### src/rtl/riscv_pkg.sv
// Shared RISC-V front-end definitions: fetch FSM states, reset/NOP constants,
// instruction field positions and the held-instruction payload.
package riscv_pkg;

  localparam int unsigned XLEN = 32;

  localparam logic [XLEN-1:0] RESET_PC_DEFAULT = 32'h0000_0000;
  localparam logic [XLEN-1:0] NOP_INSTR        = 32'h0000_0013;  // addi x0, x0, 0

  // Instruction field positions
  localparam int unsigned OP_LSB     = 0;
  localparam int unsigned OP_W       = 7;
  localparam int unsigned FUNCT3_LSB = 12;
  localparam int unsigned FUNCT3_W   = 3;
  localparam int unsigned FUNCT7_LSB = 25;
  localparam int unsigned FUNCT7_W   = 7;

  typedef enum logic [1:0] {
    S_REQ   = 2'd0,
    S_WAIT  = 2'd1,
    S_VALID = 2'd2
  } fetch_state_e;

  // Instruction held for decode together with its address
  typedef struct packed {
    logic [XLEN-1:0] instr;
    logic [XLEN-1:0] pc;
    logic [XLEN-1:0] pc_plus4;
  } fetch_pkt_t;

  function automatic logic [XLEN-1:0] word_align(input logic [XLEN-1:0] addr);
    return addr & ~XLEN'(3);
  endfunction

endpackage

### src/rtl/pc_next.sv
// Next fetch address: sequential pc+4 or word-aligned redirect target,
// flagging a redirect whose low address bits were dropped.
module pc_next
  import riscv_pkg::*;
(
  input  logic [XLEN-1:0] pc,
  input  logic            redirect_en,
  input  logic [XLEN-1:0] redirect_target,
  output logic [XLEN-1:0] pc_plus4_c,
  output logic [XLEN-1:0] next_pc_c,
  output logic            misalign_c
);

  // Modulo-2^32 increment; wraps from the top word back to zero
  assign pc_plus4_c = pc + XLEN'(4);

  always_comb begin
    next_pc_c  = pc_plus4_c;
    misalign_c = 1'b0;
    if (redirect_en) begin
      next_pc_c  = word_align(redirect_target);
      misalign_c = |redirect_target[1:0];
    end
  end

endmodule

### src/rtl/fetch_unit.sv
// Single-outstanding instruction fetch: request, wait for the response,
// then hold the instruction for decode until it is consumed.
module fetch_unit
  import riscv_pkg::*;
#(
  parameter logic [31:0] RESET_PC = RESET_PC_DEFAULT
) (
  input  logic                clk,
  input  logic                rst,
  output logic                imem_req,
  output logic [XLEN-1:0]     imem_addr,
  input  logic                imem_gnt,
  input  logic                imem_rvalid,
  input  logic [XLEN-1:0]     imem_rdata,
  output logic                id_valid,
  input  logic                id_ready,
  output logic [XLEN-1:0]     instr,
  output logic [OP_W-1:0]     op,
  output logic [FUNCT3_W-1:0] funct3,
  output logic [FUNCT7_W-1:0] funct7,
  output logic [XLEN-1:0]     pc,
  output logic [XLEN-1:0]     pc_plus4,
  input  logic                redirect_en,
  input  logic [XLEN-1:0]     redirect_target,
  output logic                misalign_err,
  output logic [XLEN-1:0]     instret
);

  fetch_state_e    state_q, state_d;
  logic [XLEN-1:0] fetch_pc_q;
  fetch_pkt_t      held_q;
  logic [XLEN-1:0] instret_q;
  logic            req_q;
  logic            valid_q;
  logic            misalign_q;

  logic            capture;
  logic            handshake;
  logic [XLEN-1:0] plus4_c;
  logic [XLEN-1:0] next_pc_c;
  logic            misalign_c;

  // fetch_pc equals the held pc while in S_VALID, so one adder serves both uses
  pc_next u_pc_next (
    .pc              (fetch_pc_q),
    .redirect_en     (redirect_en),
    .redirect_target (redirect_target),
    .pc_plus4_c      (plus4_c),
    .next_pc_c       (next_pc_c),
    .misalign_c      (misalign_c)
  );

  always_ff @(posedge clk or negedge rst) begin
    if (!rst) begin
      state_q <= S_REQ;
    end else begin
      state_q <= state_d;
    end
  end

  // A response is only taken in S_WAIT; rvalid alongside a grant is dropped
  always_comb begin
    state_d   = state_q;
    capture   = 1'b0;
    handshake = 1'b0;
    case (state_q)
      S_REQ: begin
        if (imem_gnt) begin
          state_d = S_WAIT;
        end
      end
      S_WAIT: begin
        if (imem_rvalid) begin
          capture = 1'b1;
          state_d = S_VALID;
        end
      end
      S_VALID: begin
        if (id_ready) begin
          handshake = 1'b1;
          state_d   = S_REQ;
        end
      end
      default: begin
        state_d = S_REQ;
      end
    endcase
  end

  always_ff @(posedge clk or negedge rst) begin
    if (!rst) begin
      fetch_pc_q <= word_align(RESET_PC);
      held_q     <= '{instr: NOP_INSTR, pc: RESET_PC, pc_plus4: RESET_PC + XLEN'(4)};
      instret_q  <= '0;
      req_q      <= 1'b1;
      valid_q    <= 1'b0;
      misalign_q <= 1'b0;
    end else begin
      if (handshake) begin
        fetch_pc_q <= next_pc_c;
        instret_q  <= instret_q + XLEN'(1);
      end
      if (capture) begin
        held_q <= '{instr: imem_rdata, pc: fetch_pc_q, pc_plus4: plus4_c};
      end
      req_q      <= (state_d == S_REQ);
      valid_q    <= (state_d == S_VALID);
      misalign_q <= handshake & misalign_c;
    end
  end

  assign imem_req     = req_q;
  assign imem_addr    = fetch_pc_q;
  assign id_valid     = valid_q;
  assign instr        = held_q.instr;
  assign pc           = held_q.pc;
  assign pc_plus4     = held_q.pc_plus4;
  assign misalign_err = misalign_q;
  assign instret      = instret_q;

  assign op     = held_q.instr[OP_LSB +: OP_W];
  assign funct3 = held_q.instr[FUNCT3_LSB +: FUNCT3_W];
  assign funct7 = held_q.instr[FUNCT7_LSB +: FUNCT7_W];

endmodule

### config.mk
export PLATFORM = sky130hd
export DESIGN_NAME = fetch_unit
export DESIGN_NICKNAME = d
export VERILOG_FILES = /design/src/rtl/riscv_pkg.sv /design/src/rtl/pc_next.sv /design/src/rtl/fetch_unit.sv
export SDC_FILE = /design/constraint.sdc
export NUM_CORES = 1
export LEC_CHECK = 0
export ABC_CLOCK_PERIOD_IN_PS = 2000
export BUFFER_PORTS_ARGS = -buffer_cell sky130_fd_sc_hd__buf_2
export CAP_MARGIN = 20
export CORE_UTILIZATION = 47
export CTS_BUF_LIST = sky130_fd_sc_hd__clkbuf_2
export CTS_CLUSTER_DIAMETER = 120
export CTS_CLUSTER_SIZE = 24
export DETAILED_ROUTE_END_ITERATION = 8
export PLACE_DENSITY_LB_ADDON = 0.12
export SETUP_SLACK_MARGIN = 0.02
export SYNTH_ARGS = -nofsm -noshare
export SYNTH_HDL_FRONTEND = slang
export SYNTH_SLANG_ARGS = --single-unit
### constraint.sdc
create_clock -name clk -period 2 [get_ports clk]
set_input_delay 0.3 -clock clk [delete_from_list [all_inputs] [get_ports clk]]
set_output_delay 0.3 -clock clk [all_outputs]
set_load 0.005 [all_outputs]
**Word level (Yosys, flattened, before mapping)**

Index checks and enable logic that the tools add are counted.

- Output and inout port bits: 180
- Flip-flop bits (word level): 165
- Word-level logic and storage cells: 28

- Mux-type cells: 10
- Bitwise logic cells: 1
- Add/subtract/negate cells: 2
- Reduce and logical (&&, ||, !) cells: 3
- Equality and inequality tests: 3

Operator list:

| operator | count |
|---|---|
| $add 32x1->32 const B | 1 |
| $add 32x3->32 const B | 1 |
| $mux 32 | 1 |
| $mux 2 | 3 |
| $pmux 2 s3 | 1 |
| $mux 1 | 5 |
| $eq 2x2->1 const B | 2 |
| $logic_not 2->1 | 2 |
| $eq 2x1->1 const B | 1 |
| $reduce_or 2->1 | 1 |
| $and 1x1->1 | 1 |

**Logic depth before layout (Yosys ltp)**

Gate-level depths: netlist of run 1.

- Depth after elaboration: 3
- Gate-level depth with buffers: 7
- Depth with buffers taken out: 6

**Modules after synthesis**

Synthesis of run 1 repeated with hierarchy kept, for this count alone.

- Cells, all modules: 676
- Area total of the unflattened synthesis: 7653.6 um^2

By module, submodules not included:

| module | area each (um^2) | cells each | times used |
|---|---|---|---|
| fetch_unit | 6536.3 | 502 | 1 |
| pc_next | 1117.3 | 174 | 1 |

**Worst setup path before layout of run 1**

No wires, ideal clock.

- Path kind: register -> register
- From: register fetch_pc_q[2] (netlist: imem_addr[2])
- To: register fetch_pc_q[18] (netlist: imem_addr[18])
- Path buffers: 0
- Data required time: 1879 ps
- Slack: 52 ps
- Data arrival time: 1827 ps
- Period minus slack after synthesis: 1948 ps
- Stages on the path, launching flop included: 7
- Cells stage by stage: dfrtp_1 > ha_1 > nand2_1 > nor4_4 > and3_2 > a31oi_1 > o22a_1

- Longest elaborated chain between the ends: 2

RTL lines:

| element | line | RTL |
|---|---|---|
| start, declared | fetch_unit.sv:30 | `logic [XLEN-1:0] fetch_pc_q;` |
| start signal, assigned | fetch_unit.sv:92 | `fetch_pc_q <= word_align(RESET_PC);` |
| start signal, assigned | fetch_unit.sv:100 | `fetch_pc_q <= next_pc_c;` |
| $add 32x3->32 | pc_next.sv:15 | `assign pc_plus4_c = pc + XLEN'(4);` |
| $mux 32 | pc_next.sv:20 | `if (redirect_en) begin` |

Every way passes these cells.
A chain may end at the register's enable or synchronous reset.

**Final worst setup path of run 1**

- From: register fetch_pc_q[3] (netlist: imem_addr[3])
- To: register fetch_pc_q[18] (netlist: imem_addr[18])

Same word-level chain as after synthesis.

==> summary.md, run 1 <==
| Metric | Value |
|---|---|
| Achievable Freq | 539.1 MHz |
| Gate power share | 0.375 |
| Worst Hold Class | in2async |
| Xor/xnor share of the synthesized area | 0.07112 |
| Synth Instances | 656 |
| Worst path required time | 2.60 ns |
| Nets@finish | 1033 |
| Min Clock Period, post-route | 1.855 ns |
| Final hold slack | 0.08789 ns |
| Most frequent cells in the layout | buf_2, dfrtp_1, nand2_1, dlygate4sd3_1, mux2_2 |
| Router iterations before antenna repair | 5 |
| Critical path class | reg2reg |
| Async SR Flop Fraction | 1.000 |
| CP max FO | 9 |
| CP max stage delay | 0.41 ns |
| Overall routed net length | 18.31 mm |
| Boundary Pins | 250 |
| Unrepaired setup endpoints after global routing | false |
| Post-synthesis adder-cell area fraction | 0.003444 |
| # setup viols final | 0 |
| Post-synthesis mux area share | 0.09730 |
| Commonest non-fill, non-tap cell in the layout | buf_2 |
| Gpl congestion | 0.8038 |
| Post-synth EDFFs | 0 |
| Max Buffers Root-to-Sink | 2 |
| Vias | 5999 |
| Synth-to-Final Area Change | 32.68% |
| Vias in the first global route | 5947 |
| Status | finished clean |
| Leakage power | 4.646 nW |
| Detailed-route DRC error count | 0 |
| Sw Pwr | 4.115 mW |
| MaxCap Viol Count | 0 |
| Crit-path cells | ha_1 > nand2_1 > nor4_4 > buf_6 > and3_2 > a31oi_1 > o22a_1 |
| Seq/Total Area, Yosys | 0.5485 |
| Antenna violations before repair | 1 |
| Slew at the pin closest to its max-slew limit | 0.5303 ns |
| Die width | 126.3 um |
| Sw Ratio | 0.3529 |
| Synth cell types | 49 |
| Share of cells above drive strength 1 | 0.3932 |
| Die area | 0.01596 mm^2 |
| Most used DFF post-synth | dfrtp_1 |
| P per Cell Area | 1209 mW/mm^2 |
| Crit-path leading delay family | simple AND/OR/NAND/NOR gates |
| Root Driver | clkbuf_2 |
| Sequential power share | 0.472 |
| Largest net degree at the start of global routing | 65 |
| Max Slew Vio Count | 0 |
| Core area | 0.01515 mm^2 |
| Main combinational cell family by area after synthesis | simple AND/OR/NAND/NOR gates |
| Slew margin rel. | 0.6432 |
| Slowest library cell on the worst path | dfrtp_1 |
| GRT Total Usage | 0.2382 |
| DRT antenna net count | 0 |
| Crit. End Element | register |
| Num CTS Buffers | 17 |
| Die height | 126.3 um |
| Avg WL per Cell | 15.74 um |
| Final Hold Vio Count | 0 |
| DP HPWL | 12.61 mm |
| H-Tree Level Count | 4 |
| Clock share of power | 0.153 |
| WP buf/inv | 1 |
| Synthesized area | 0.007266 mm^2 |
| Syn avg cell area | 11.08 um^2 |
| Synth Warn # | 0 |
| First-pass GRT wire length | 29.93 mm |
| Number of synthesized register bits | 159 |
| Max VDD drop | 732.1 uV |
| FP Rows | 45 |
| Int Pwr | 7.544 mW |
| Arrival time at the worst endpoint | 2.45 ns |
| Clock Latency Late Sink | 0.70 ns |
| Part of the cycle the worst path needs | 0.9275 |
| Clk sinks | 159 |
| Initial Utilization | 0.4797 |
| Grt ovf | 0 |
| # port buffers | 243 |
| CTS tree | yes |
| Synth Area in Compound Gates | 0.09781 |
| Via density | 5.158 |
| DR iter-0 viols | 268 |
| Post-synthesis simple-gate area fraction | 0.1309 |
| Reg clk slew, reported paths | 0.22 ns |
| Startpoint types | register |
| Setup TNS | 0 ns |
| Setup Skew | 0.02331 ns |
-- final cells by class --
class,count,area [um^2]
Tap cell,188,235.2
Sequential cell,159,3988
Antenna cell,1,2.502
Multi-Input combinational cell,433,2938
Clock buffer,18,90.09
Inverter,7,26.28
Fill cell,1236,5505
Timing Repair Buffer,343,2212
Clock inverter,14,148.9
-- synthesized netlist by cell type, types with 5 or more instances --
cell type / instances / area (um^2)
dfrtp_1: 154 / 3854
nand2_1: 76 / 285.3
mux2_2: 61 / 686.9
o21ai_0: 47 / 235.2
xnor2_1: 37 / 324.1
clkbuf_1: 30 / 112.6
buf_4: 25 / 187.7
a21oi_1: 23 / 115.1
nand3_1: 22 / 110.1
xor2_1: 22 / 192.7
nor2_1: 21 / 78.83
nand4_1: 17 / 106.4
o22ai_1: 15 / 93.84
a2bb2oi_1: 14 / 122.6
and3_1: 8 / 50.05
nor3_1: 8 / 40.04
inv_1: 6 / 22.52
a31oi_1: 5 / 31.28
and4_1: 5 / 43.79
dfstp_2: 5 / 131.4
-- state kept, by name, summed over array words and instances (netlist names) --
name	cells
imem_addr	30
instret	32
id_valid	1
misalign_err	1
imem_req	1
pc_plus4	30
pc	30
instr	32
state_q	2
-- metrics by stage --
step	util	cell area [um^2]	setup slack, ns	cells	power [mW]
floorplan	-	7284	0.05192	661	7.793
global placement	0.5744	8700	0.2178	1061	9.705
detailed placement	0.5744	8700	0.1839	1061	9.878
CTS	0.6358	9629	0.1377	1162	11.77
global route	0.6365	9641	0.02779	1163	12.56
finish	0.6365	9641	0.1450	1163	11.66
-- layer usage --
layer,GRT usage,vias up,wire [um]
met4,0.06733,0,197
met3,0.06031,14,1086
met2,0.4036,194,9087
met5,0,-,0
met1,0.3029,2912,7935
li1,-,2879,-
-- what timing repair did --
item / CTS / global route
hold endpoints to repair: 222 / 0
gates resized for setup: 0 / 4
buffers inserted: 0 / 0
setup endpoints to repair: 0 / 5
hold buffers: 69 / 0
-- worst paths after layout --
check / startpoint / slack (ns) / cells after the start / to
setup / recovery: imem_addr[3] / 0.14 / 7 / imem_addr[18]
hold / removal: rst / 0.09 / 2 / instret[22]
setup reg to reg: imem_addr[3] / 0.14 / 7 / imem_addr[18]
hold reg to reg: instret[31] / 0.50 / 1 / instret[31]
max in group asynchronous: rst / 1.23 / 3 / instr[4]
min in group clk: redirect_en / 0.12 / 3 / imem_addr[4]
-- power groups by stage --
stage | Clock (mW) | Combinational [mW] | Sequential, mW
CTS | 1.85 | 4.42 | 5.51
global route | 1.99 | 4.86 | 5.71
floorplan | 0 | 2.22 | 5.57
detailed placement | 0 | 4.30 | 5.58
finish | 1.78 | 4.37 | 5.51
global placement | 0 | 4.23 | 5.48
-- kinds of logic after synthesis --
group / after synthesis
AOI/OAI and AO/OA: 119
xor gates and xnor gates: 59
adders and majority gates: 2
buffers and inverters: 69
DFF: 159
muxes: 63
other: 1
and+or+nand+nor: 184
Note: power is estimated with default switching activity, not from simulation.
==> inputs of run 2 (changes only) <==
Settings changed: ABC_AREA set to 0, CORE_UTILIZATION 47 to 48, SYNTH_HIERARCHICAL set to 1.
==> summary.md, run 2 <==
| Metric | Value |
|---|---|
| Status | complete, but fails checks |
| Violated checks | negative setup slack |
| Synth Warn # | 6 |
| DRT antenna net count | 0 |
| Share of cells above drive strength 1 | 0.4680 |
| Die width | 128.3 um |
| Post-synth top area share | 0.5231 |
| Root Driver | clkbuf_2 |
| Clock share of power | 0.156 |
| Crit-path leading delay family | simple AND/OR/NAND/NOR gates |
| Sequential power share | 0.444 |
| Synth top area cells | dfrtp_1, mux2_2, nand2_1 |
| Reg clk slew, reported paths | 0.22 ns |
| Int Pwr | 8.053 mW |
| FP Rows | 45 |
| Most frequent cells in the layout | buf_2, dfrtp_1, nand2_1, mux2_2, dlygate4sd3_1 |
| MaxCap Viol Count | 0 |
| CP dominant cell by count | nand2_1 |
| Clk sinks | 165 |
| Boundary Pins | 250 |
| Max Slew Vio Count | 0 |
| Die height | 128.3 um |
| Slew at the pin closest to its max-slew limit | 0.5896 ns |
| Top post-synthesis cells by count | dfrtp_1, nand2_1, mux2_2 |
| Overall routed net length | 20.26 mm |
| # port buffers | 249 |
| Antenna violations before repair | 1 |
| Syn avg cell area | 11.32 um^2 |
| Synth Instances | 676 |
| Grt ovf | 0 |
| Fillers | 1236 |
| GRT Total Usage | 0.2482 |
| Number of synthesized register bits | 165 |
| Synth-to-Final Area Change | 37.06% |
| Commonest non-fill, non-tap cell in the layout | buf_2 |
| Arrival time at the worst endpoint | 2.70 ns |
| Area post-placement | 0.009314 mm^2 |
| Unrepaired setup endpoints after global routing | true |
| Core area | 0.01537 mm^2 |
| Final worst slack | -0.03866 ns |
| Clock Latency Late Sink | 0.73 ns |
| Via density | 5.132 |
| Max Buffers Root-to-Sink | 2 |
| Post-synth EDFFs | 0 |
| Seq/Total Area, Yosys | 0.5403 |
| Gpl congestion | 0.8466 |
| Router iterations before antenna repair | 5 |
| WP buf/inv | 0 |
| CP max FO | 8 |
| Top-count cell post-synth | dfrtp_1 |
| First-pass GRT wire length | 31.54 mm |
| Achievable Freq | 490.5 MHz |
| Startpoint types | register |
| Largest net degree at the start of global routing | 69 |
| Worst Hold Class | in2async |
| Syn Nets | 748 |
| CTS tree | yes |
| Min Clock Period, post-route | 2.039 ns |
| P per Cell Area | 1164 mW/mm^2 |
| Crit. End Element | register |
| Most used DFF post-synth | dfrtp_1 |
| DP HPWL | 13.67 mm |
| Async SR Flop Fraction | 1.000 |
| Num CTS Buffers | 17 |
| Worst path required time | 2.66 ns |
| Slowest library cell on the worst path | or4_4 |
| Detailed-route DRC error count | 0 |
| H-Tree Level Count | 4 |
| Part of the cycle the worst path needs | 1.019 |
| Biggest area consumer among synthesized cells | dfrtp_1 |
| Slew margin rel. | 0.6069 |
| Sw Ratio | 0.3404 |
| DR iter-0 viols | 351 |
| Crit-path cells | nand4_1 > or4_4 > or4_1 > a31oi_1 > nand2_1 > nand2_1 |
| Setup Skew | 0.03058 ns |
| Vias in the first global route | 6321 |
| WP depth | 6 |
| Worst-case reg-to-reg path depth | 6 |
| Avg WL per Cell | 16.24 um |
| Post-Layout Inst Area | 0.01049 mm^2 |
| Initial Utilization | 0.4979 |
| Max VDD drop | 717.4 uV |
| Final Util | 0.6825 |
| Synthesized area | 0.007654 mm^2 |
| Critical path class | reg2reg |
| Sw Pwr | 4.156 mW |
| Final Hold Vio Count | 0 |
| Nets@finish | 1092 |
| Die area | 0.01645 mm^2 |
| Leakage power | 5.365 nW |
| # setup viols final | 4 |
| Gate power share | 0.400 |
| Vias | 6405 |
| Synth cell types | 41 |
| CP max stage delay | 0.56 ns |
==> run 2: cell count changes in the layout (fill, tap and decap cells not counted), moves of 6 or more <==
cell	before	now
dfrtp_1	152	159
nand4_1	17	27
conb_1	6	0
nand2_1	76	129
a21oi_1	23	0
o21ai_0	47	4
buf_4	25	50
xor2_1	22	11
o22ai_1	15	0
a2bb2oi_1	14	0
mux2_2	61	110
nor3_1	8	2
buf_2	242	248
==> run 2: area by class of cell <==
type	instances	area, um^2	area share
inverter	8	30.03	0.002863
clock buffer	19	95.09	0.009065
antenna	5	12.51	0.001193
clock inverter	12	161.4	0.01539
tap	211	264.0	0.02517
timing repair buffer	374	2414	0.2301
multi-input combinational	454	3377	0.3219
sequential	165	4136	0.3943
==> run 2: cells by family (layout without fill, tap and decap cells) <==
logic type,count (synthesis),after routing,share of synthesized area
adders and majority gates,2,2,0.003269
and+or+nand+nor,264,264,0.1705
muxes,112,112,0.1646
other,0,5,0
DFF,165,165,0.5403
xor gates and xnor gates,49,49,0.05607
AOI/OAI and AO/OA,27,27,0.02436
buffers and inverters,57,413,0.04087
==> run 2: power by group through the flow <==
stage               logic, mW  clock network [mW]  registers, mW
floorplan                2.22                   0           5.68
global placement         4.59                   0           5.38
detailed placement       4.68                   0           5.47
CTS                      4.81                2.00           5.40
global route             5.36                2.12           5.60
finish                   4.88                1.91           5.42
==> run 2: layer usage <==
layer | up-vias | part of all wire | wire length [um] | GRT usage
met5 | - | 0 | 0 | 0
met1 | 3106 | 0.43 | 8704 | 0.3209
met2 | 254 | 0.49 | 9950 | 0.4165
met3 | 25 | 0.063 | 1276 | 0.04841
met4 | 0 | 0.016 | 331 | 0.08651
li1 | 3020 | - | - | -
==> run 2: per-stage QoR <==
| step | setup slack, ns | hold WS (ns) | TNS [ns] | power (mW) | cells |
|---|---|---|---|---|---|
| final | -0.03866 | 0.08248 | -0.08751 | 12.21 | 1248 |
| after global placement | -0.03364 | 0.3015 | -0.09213 | 9.975 | 1137 |
| after CTS | 0.008117 | 0.004050 | 0 | 12.21 | 1237 |
| after global routing | -0.1056 | 0.04732 | -0.6714 | 13.08 | 1248 |
| after floorplan | -0.04173 | 0.004409 | -0.2039 | 7.892 | 676 |
| after detailed placement | -0.08007 | 0.3074 | -0.4199 | 10.15 | 1137 |
==> run 2: timing repair <==
item	CTS	global route
cloned	0	0
hold endpoints to repair	233	0
pin swaps	4	7
resized for setup	5	32
setup buffers	1	6
hold buffers	68	0
endpoints found under the setup margin	13	26
==> run 2: path summary, 6_finish.rpt <==
| check | slack (ns) | start | to |
|---|---|---|---|
| worst min-delay path | 0.08 | rst | instr[2] |
| max in group asynchronous | 1.16 | rst | pc_plus4[2] |
| min in group clk | 0.09 | redirect_en | imem_addr[0] |
| worst max register to register | -0.04 | imem_addr[9] | imem_addr[27] |
| worst max-delay path | -0.04 | imem_addr[9] | imem_addr[27] |
| worst min register to register | 0.50 | instret[31] | instret[31] |
